**config.mk**
```make
export PLATFORM = sky130hd
export DESIGN_NAME = reset_seq_ctrl
export DESIGN_NICKNAME = d
export VERILOG_FILES = /design/src/rtl/reset_seq_ctrl.sv
export SDC_FILE = /design/constraint.sdc
export NUM_CORES = 1
export LEC_CHECK = 0
export CAP_MARGIN = 15
export CORE_MARGIN = 10
export CORE_UTILIZATION = 29
export DETAILED_ROUTE_END_ITERATION = 12
export GPL_TIMING_DRIVEN = 0
export PLACE_DENSITY = 0.44
export SYNTH_ARGS = -nofsm -noshare
export SYNTH_HDL_FRONTEND = slang
export SYNTH_SLANG_ARGS = --single-unit
```
**constraint.sdc**
```tcl
create_clock -name clk -period 2.73 [get_ports clk]
set_clock_uncertainty 0.15 [all_clocks]
set_input_delay 0.546 -clock clk [delete_from_list [all_inputs] [get_ports clk]]
set_output_delay 0.546 -clock clk [all_outputs]
set_load 0.02 [all_outputs]
```
**src/rtl/reset_seq_ctrl.sv**
```systemverilog
// Staged reset sequencer: PLL lock stretch, peripheral release, then CPU release.
// Optional button debounce is built only when RESET_SEQ_DEBOUNCE_EN is defined.
module reset_seq_ctrl #(
    parameter int unsigned STRETCH_CYCLES  = 255,
    parameter int unsigned STAGE_GAP       = 16,
    parameter int unsigned DEBOUNCE_CYCLES = 10000
) (
    input  logic       clk,
    input  logic       reset,
    input  logic       pll_locked,
    input  logic       btn_reset,
    output logic       periph_reset,
    output logic       cpu_reset,
    output logic       seq_done,
    output logic [7:0] lock_loss_cnt
);

    typedef enum logic [1:0] {StWaitLock, StStretch, StPeriph, StRun} state_e;

    localparam logic [15:0] StretchLast = 16'(STRETCH_CYCLES - 1);
    localparam logic [15:0] GapLast     = 16'(STAGE_GAP - 1);

    logic lock_meta_q, lock_s_q, btn_meta_q, btn_s_q;
    logic btn_req;

    always_ff @(posedge clk or posedge reset) begin
        if (reset) begin
            lock_meta_q <= 1'b0;
            lock_s_q    <= 1'b0;
            btn_meta_q  <= 1'b0;
            btn_s_q     <= 1'b0;
        end else begin
            lock_meta_q <= pll_locked;
            lock_s_q    <= lock_meta_q;
            btn_meta_q  <= btn_reset;
            btn_s_q     <= btn_meta_q;
        end
    end

`ifdef RESET_SEQ_DEBOUNCE_EN
    localparam logic [15:0] DbLast = 16'(DEBOUNCE_CYCLES - 1);

    logic [15:0] db_cnt_q, db_cnt_d;
    logic        btn_req_q, btn_req_d;

    // Counter runs only while the synchronized level disagrees with the accepted one.
    always_comb begin
        db_cnt_d  = '0;
        btn_req_d = btn_req_q;
        if (btn_s_q != btn_req_q) begin
            if (db_cnt_q == DbLast) begin
                btn_req_d = btn_s_q;
            end else begin
                db_cnt_d = db_cnt_q + 16'd1;
            end
        end
    end

    always_ff @(posedge clk or posedge reset) begin
        if (reset) begin
            db_cnt_q  <= '0;
            btn_req_q <= 1'b0;
        end else begin
            db_cnt_q  <= db_cnt_d;
            btn_req_q <= btn_req_d;
        end
    end

    assign btn_req = btn_req_q;
`else
    assign btn_req = btn_s_q;
`endif

    state_e      state_q, state_d;
    logic [15:0] cnt_q, cnt_d;
    logic        periph_q, periph_d;
    logic        cpu_q, cpu_d;
    logic        done_q, done_d;
    logic [7:0]  loss_q, loss_d;
    logic        abort;

    assign abort = !lock_s_q || btn_req;

    always_comb begin
        state_d  = state_q;
        cnt_d    = cnt_q;
        periph_d = periph_q;
        cpu_d    = cpu_q;
        done_d   = done_q;
        loss_d   = loss_q;
        if (state_q != StWaitLock && abort) begin
            // Abort outranks the terminal-count transitions.
            state_d  = StWaitLock;
            cnt_d    = '0;
            periph_d = 1'b1;
            cpu_d    = 1'b1;
            done_d   = 1'b0;
            if (state_q == StRun && !lock_s_q && loss_q != 8'hFF) begin
                loss_d = loss_q + 8'd1;
            end
        end else begin
            unique case (state_q)
                StWaitLock: begin
                    cnt_d = '0;
                    if (lock_s_q && !btn_req) begin
                        state_d = StStretch;
                    end
                end
                StStretch: begin
                    if (cnt_q == StretchLast) begin
                        state_d  = StPeriph;
                        cnt_d    = '0;
                        periph_d = 1'b0;
                    end else begin
                        cnt_d = cnt_q + 16'd1;
                    end
                end
                StPeriph: begin
                    if (cnt_q == GapLast) begin
                        state_d = StRun;
                        cnt_d   = '0;
                        cpu_d   = 1'b0;
                        done_d  = 1'b1;
                    end else begin
                        cnt_d = cnt_q + 16'd1;
                    end
                end
                StRun: begin
                    cnt_d = '0;
                end
                default: begin
                    state_d = StWaitLock;
                end
            endcase
        end
    end

    always_ff @(posedge clk or posedge reset) begin
        if (reset) begin
            state_q  <= StWaitLock;
            cnt_q    <= '0;
            periph_q <= 1'b1;
            cpu_q    <= 1'b1;
            done_q   <= 1'b0;
            loss_q   <= '0;
        end else begin
            state_q  <= state_d;
            cnt_q    <= cnt_d;
            periph_q <= periph_d;
            cpu_q    <= cpu_d;
            done_q   <= done_d;
            loss_q   <= loss_d;
        end
    end

    assign periph_reset  = periph_q;
    assign cpu_reset     = cpu_q;
    assign seq_done      = done_q;
    assign lock_loss_cnt = loss_q;

endmodule

```
* Word level (Yosys, flattened, before mapping)
Index checks and enable logic that the tools add are counted.
** Operators by class
- Reductions and logical operators :: 19
- Equality and inequality tests :: 9
- Mux-type cells :: 18
- Add/subtract/negate cells :: 2
** Operator list (count)
- $mux W16 :: 3
- $pmux W16 S3 :: 1
- $add A16 B1 Y16 const B :: 1
- $eq A16 B4 Y1 const B :: 1
- $eq A16 B8 Y1 const B :: 1
- $reduce_bool A2 Y1 :: 5
- $mux W1 :: 9
- $ne A3 B3 Y1 const B :: 3
- $add A8 B1 Y8 const B :: 1
- $mux W2 :: 4
- $ne A8 B8 Y1 const B :: 1
- $pmux W2 S3 :: 1
- $reduce_and A2 Y1 :: 3
- $eq A2 B2 Y1 const B :: 2
- $logic_and A1 B1 Y1 :: 4
- $reduce_and A4 Y1 :: 1
- $reduce_bool A4 Y1 :: 1
- $eq A2 B1 Y1 const B :: 1
- $logic_not A1 Y1 :: 2
- $logic_not A2 Y1 :: 1
- $reduce_or A2 Y1 :: 1
- $logic_or A1 B1 Y1 :: 1
** Storage, ports and cells
- Bits of input ports :: 4
- Output and inout bits :: 11
- Bits in registers :: 33

* Depth between registers and ports, before layout
- Depth in word-level cells :: 5
- Depth in mapped cells :: 7
- Depth with buffers taken out :: 6

* Least setup slack after synthesis
Ideal clock, no wire load.
- Kind :: flip-flop to flip-flop
- Start :: register state_q[0]
- End :: register loss_q[1], in the netlist lock_loss_cnt[1]
- Stages on the path, launching flop included :: 6
- Buffers on the path :: 0
- Setup slack :: 0.612 ns
- Arrival time :: 1.843 ns
- Period minus slack after synthesis :: 2.118 ns
- Cell sequence :: dfrtp_1 -> inv_1 -> ha_1 -> or3b_2 -> a31oi_4 -> mux2_2
** On the way
- Longest elaborated chain between the ends :: 4
** Ends and longest elaborated chain
- start, declared :: RTL line 74 : state_e state_q, state_d;
- start signal, assigned :: RTL line 140 : state_q <= StWaitLock;
- start signal, assigned :: RTL line 147 : state_q <= state_d;
- $eq A2 B2 Y1 :: RTL line 98 : if (state_q == StRun && !lock_s_q && loss_q != 8'hFF) begin
- $logic_and A1 B1 Y1 (2 in series) :: RTL line 98
- $reduce_and A2 Y1 (no line) *
- end signal, assigned :: RTL line 152 : loss_q <= loss_d;
- end, declared :: RTL line 79 : logic [7:0] loss_q, loss_d;
Every way passes the cells marked *; elsewhere a longest branch is shown, timed or not.
A chain may end at the register's enable or synchronous reset.

* Worst setup path after layout
- Start :: register state_q[1]
- End :: register loss_q[1], in the netlist lock_loss_cnt[1]
Same word-level chain as after synthesis.

==> key figures <==
Worst setup path
  – Crit. End Element: flip-flop
  – CP cell instances: inv_1 -> ha_1 -> or3b_2 -> a31oi_4 -> mux2_2
  – Critical setup path kind: reg -> reg
  – CP startpoint: state_q[1]$_DFFE_PP0P_
  – WP buf/inv: 1
  – Reg2reg path depth: 5
  – CP Max Fanout: 8
  – Setup crit end: lock_loss_cnt[1]$_DFFE_PP0P_
  – Worst EP required: 2.75 ns
  – Slowest cell on crit path: or3b_2
  – Max incr delay on CP: 0.50 ns
  – Data arrival time of the worst path: 2.40 ns
  – CP delay by family, top: simple AND/OR/NAND/NOR gates
  – R2r endpoint: lock_loss_cnt[1]$_DFFE_PP0P_
  – Launching element type of the critical path: flip-flop
  – Flop2flop setup slack: 0.35 ns
  – CP Depth: 5
  – Worst r2r src: state_q[1]$_DFFE_PP0P_

Timing
  – RSZ-0062 raised after global routing: no
  – Setup violators final: 0
  – Worst-Margin Slew: 0.676 ns
  – Pins Over Slew Limit: 0
  – Worst Slack Setup Final: 0.352 ns
  – Setup TNS: 0 ns
  – Worst rel slew slack: 0.549
  – Fmax: 421 MHz
  – Final hold vios: 0
  – Tmin final: 2.38 ns
  – Final Cycle Share: 0.871

Cells and area
  – Final net count: 203
  – Most frequent cells in the layout: 31 x dfrtp_1, 22 x nor2_1, 16 x xnor2_1, 14 x clkdlybuf4s50_1
  – Antenna cells: 0
  – Most common cell after layout, fill and taps aside: dfrtp_1
  – Fin cells: 267
  – Share of layout cells above drive strength 1: 0.0990
  – Synthesis-to-finish area growth: 19.5%
  – Fillers: 605

Die
  – Die Area: 9550 sq um
  – Die H: 97.7 microns
  – I/O Pins: 15
  – Initial core utilization: 0.298
  – FP Rows: 28
  – Die width: 97.7 microns
  – Total core area: 5890 sq um

Power and ir drop
  – Peak supply drop: 0.000299 V
  – Leak Pwr: 0.836 nW
  – Pwr Density: 663 nW/um^2
  – Total power: 0.00139 W

Clocking
  – Clock root buffer: clkbuf_8
  – Post-CTS Setup Inserts: 0
  – CTS Buf Count: 5
  – CTS Hold Buffers Added: 0
  – Cts repair resizes: 0
  – H-tree depth: 2
  – Deepest clock path buffer count: 2
  – Clock-pin slew on the worst setup and hold paths: 0.07 ns
  – CTS tree: built
  – Total clock sinks: 33
  – Clock latency on the worst-skew pair: 0.29 ns

Routing
  – Initial DRC Count: 39
  – Vias: 1,301
  – Drt pass-1 iters: 4
  – Detail Route Antenna Nets: 0
  – Vias/cell: 4.87
  – Final wirelength: 3.69 mm
  – Drt wl/cell: 13.8 microns
  – DRC viols: 0

Global routing
  – Vias in the first global route: 1,284
  – Pin count of the biggest net entering global routing: 20
  – Initial antenna violation count: 0
  – Overall overflow remaining after global route: 0
  – Met1 Track Usage GR: 0.0946
  – Total Routing Usage GR: 0.0789
  – GR Util met2: 0.121
  – Global route hottest layer: met2
  – GR Util met3: 0.0349
  – First-pass GRT wire length: 6.29 mm

Synth
  – Cells after Synth: 169
  – Ys Warns: 0
  – Sequential fraction of the synthesis area: 0.473
  – Synth Register Bits: 33
  – Synth cell types: 38
  – Syn nets: 181
  – Post-Synthesis Cell Area: 1750 sq um
  – Mapped Avg Cell Area: 10.4 sq um

Hold path
  – Worst min path class: reg -> reg

Placement
  – RD Place Congestion: 0.832
  – Port bufs: 14
  – Detailed-placement wirelength estimate: 2.70 mm
  – Placement Setup Slack: 0.359 ns
  – Placed Cells: 259

Flow run
  – MaxCap Viol Count: 0

Outcome
  – Status: complete, no violations
==> where the power goes <==
| part | total (W) | internal, W | leakage [nW] | switching [W] |
|---|---|---|---|---|
| Combinational | 0.000434 | 0.000183 | 0.359 | 0.000251 |
| Clock | 0.000353 | 0.000181 | 0.0395 | 0.000172 |
| Sequential | 0.000600 | 0.000534 | 0.437 | 0.0000660 |
==> state kept, by name (all words and copies together), names as in the netlist <==
signal / flops
seq_done: 1
btn_meta_q: 1
cnt_q: 16
btn_req: 1
lock_s_q: 1
lock_loss_cnt: 8
cpu_reset: 1
state_q: 2
periph_reset: 1
lock_meta_q: 1
==> per-layer routing <==
layer / routed length (microns) / vias to the layer above
li1: - / 642
met2: 1620 / 30
met3: 286 / 7
met1: 1730 / 622
met4: 56 / 0
met5: 0 / -
==> cell usage after synthesis (all sizes together) <==
cell,number,area (sq um)
a221o,1,10.0
xor2,3,26.3
nor4,5,61.3
a31oi,1,21.3
nand2b,3,18.8
or3b,1,8.76
o211ai,1,7.51
xnor2,16,140
nor2,22,82.6
dfrtp,31,776
a21oi,3,15.0
clkbuf,2,8.75
mux2,1,11.3
a31o,2,17.5
nor2b,1,6.26
and2,2,12.5
a222oi,1,10.0
or2,1,6.26
ha,8,100
nand2,9,33.8
a41o,2,20.0
and3b,1,8.76
a41oi,2,17.5
and3,4,25.0
nand3,7,35.0
buf,1,11.3
a2111o,1,11.3
nor3,4,20.0
and4,2,17.5
o21ai,8,43.8
nand4,9,56.3
dfstp,2,52.6
mux2i,1,10.0
nand3b,2,15.0
inv,9,33.8
==> kinds of logic (layout without fill, tap and decap cells) <==
kind of cell,after synthesis,after routing,share of synthesized area
XOR/XNOR,19,19,0.0950
buffers and inverters,12,35,0.0307
flip-flops,33,33,0.473
multiplexers,2,2,0.0121
adder cells (fa/ha/maj),8,8,0.0571
AO/OA/AOI/OAI,22,22,0.0993
AND/OR/NAND/NOR,73,73,0.233
==> worst register-to-register path, stage by stage (launching register included) <==
cell	delay (ns)
dfrtp_1	0.49
inv_1	0.19
ha_1	0.28
or3b_2	0.50
a31oi_4	0.28
mux2_2	0.37
==> worst min path at each step <==
stage               slack, ns  depth (start not counted)                 end                  start
finish                   0.20                          0   btn_req$_DFF_PP0_   btn_meta_q$_DFF_PP0_
detailed placement       0.19                          0   btn_req$_DFF_PP0_   btn_meta_q$_DFF_PP0_
global route             0.21                          0   btn_req$_DFF_PP0_   btn_meta_q$_DFF_PP0_
CTS                      0.20                          0   btn_req$_DFF_PP0_   btn_meta_q$_DFF_PP0_
floorplan                0.18                          0   btn_req$_DFF_PP0_   btn_meta_q$_DFF_PP0_
global placement         0.18                          0  lock_s_q$_DFF_PP0_  lock_meta_q$_DFF_PP0_
==> cell type report <==
cell class                      instances  area, sq um  share of cell area
Inverter                                9         33.8              0.0161
Timing Repair Buffer                   15          168              0.0801
Clock buffer                            8         80.1              0.0383
Sequential cell                        33          828               0.396
Tap cell                               75         93.8              0.0448
Multi-Input combinational cell        124          870               0.415
Buffer                                  3         20.0             0.00956
==> through the flow <==
| stage | area [sq um] | hold WS (ns) | utilization |
|---|---|---|---|
| global placement | 1990 | 0.183 | 0.337 |
| CTS | 2090 | 0.200 | 0.356 |
| floorplan | 1750 | 0.181 | - |
| finish | 2090 | 0.198 | 0.356 |
| detailed placement | 2010 | 0.186 | 0.342 |
| global route | 2090 | 0.209 | 0.356 |
Power figures use the tool's default switching activity.
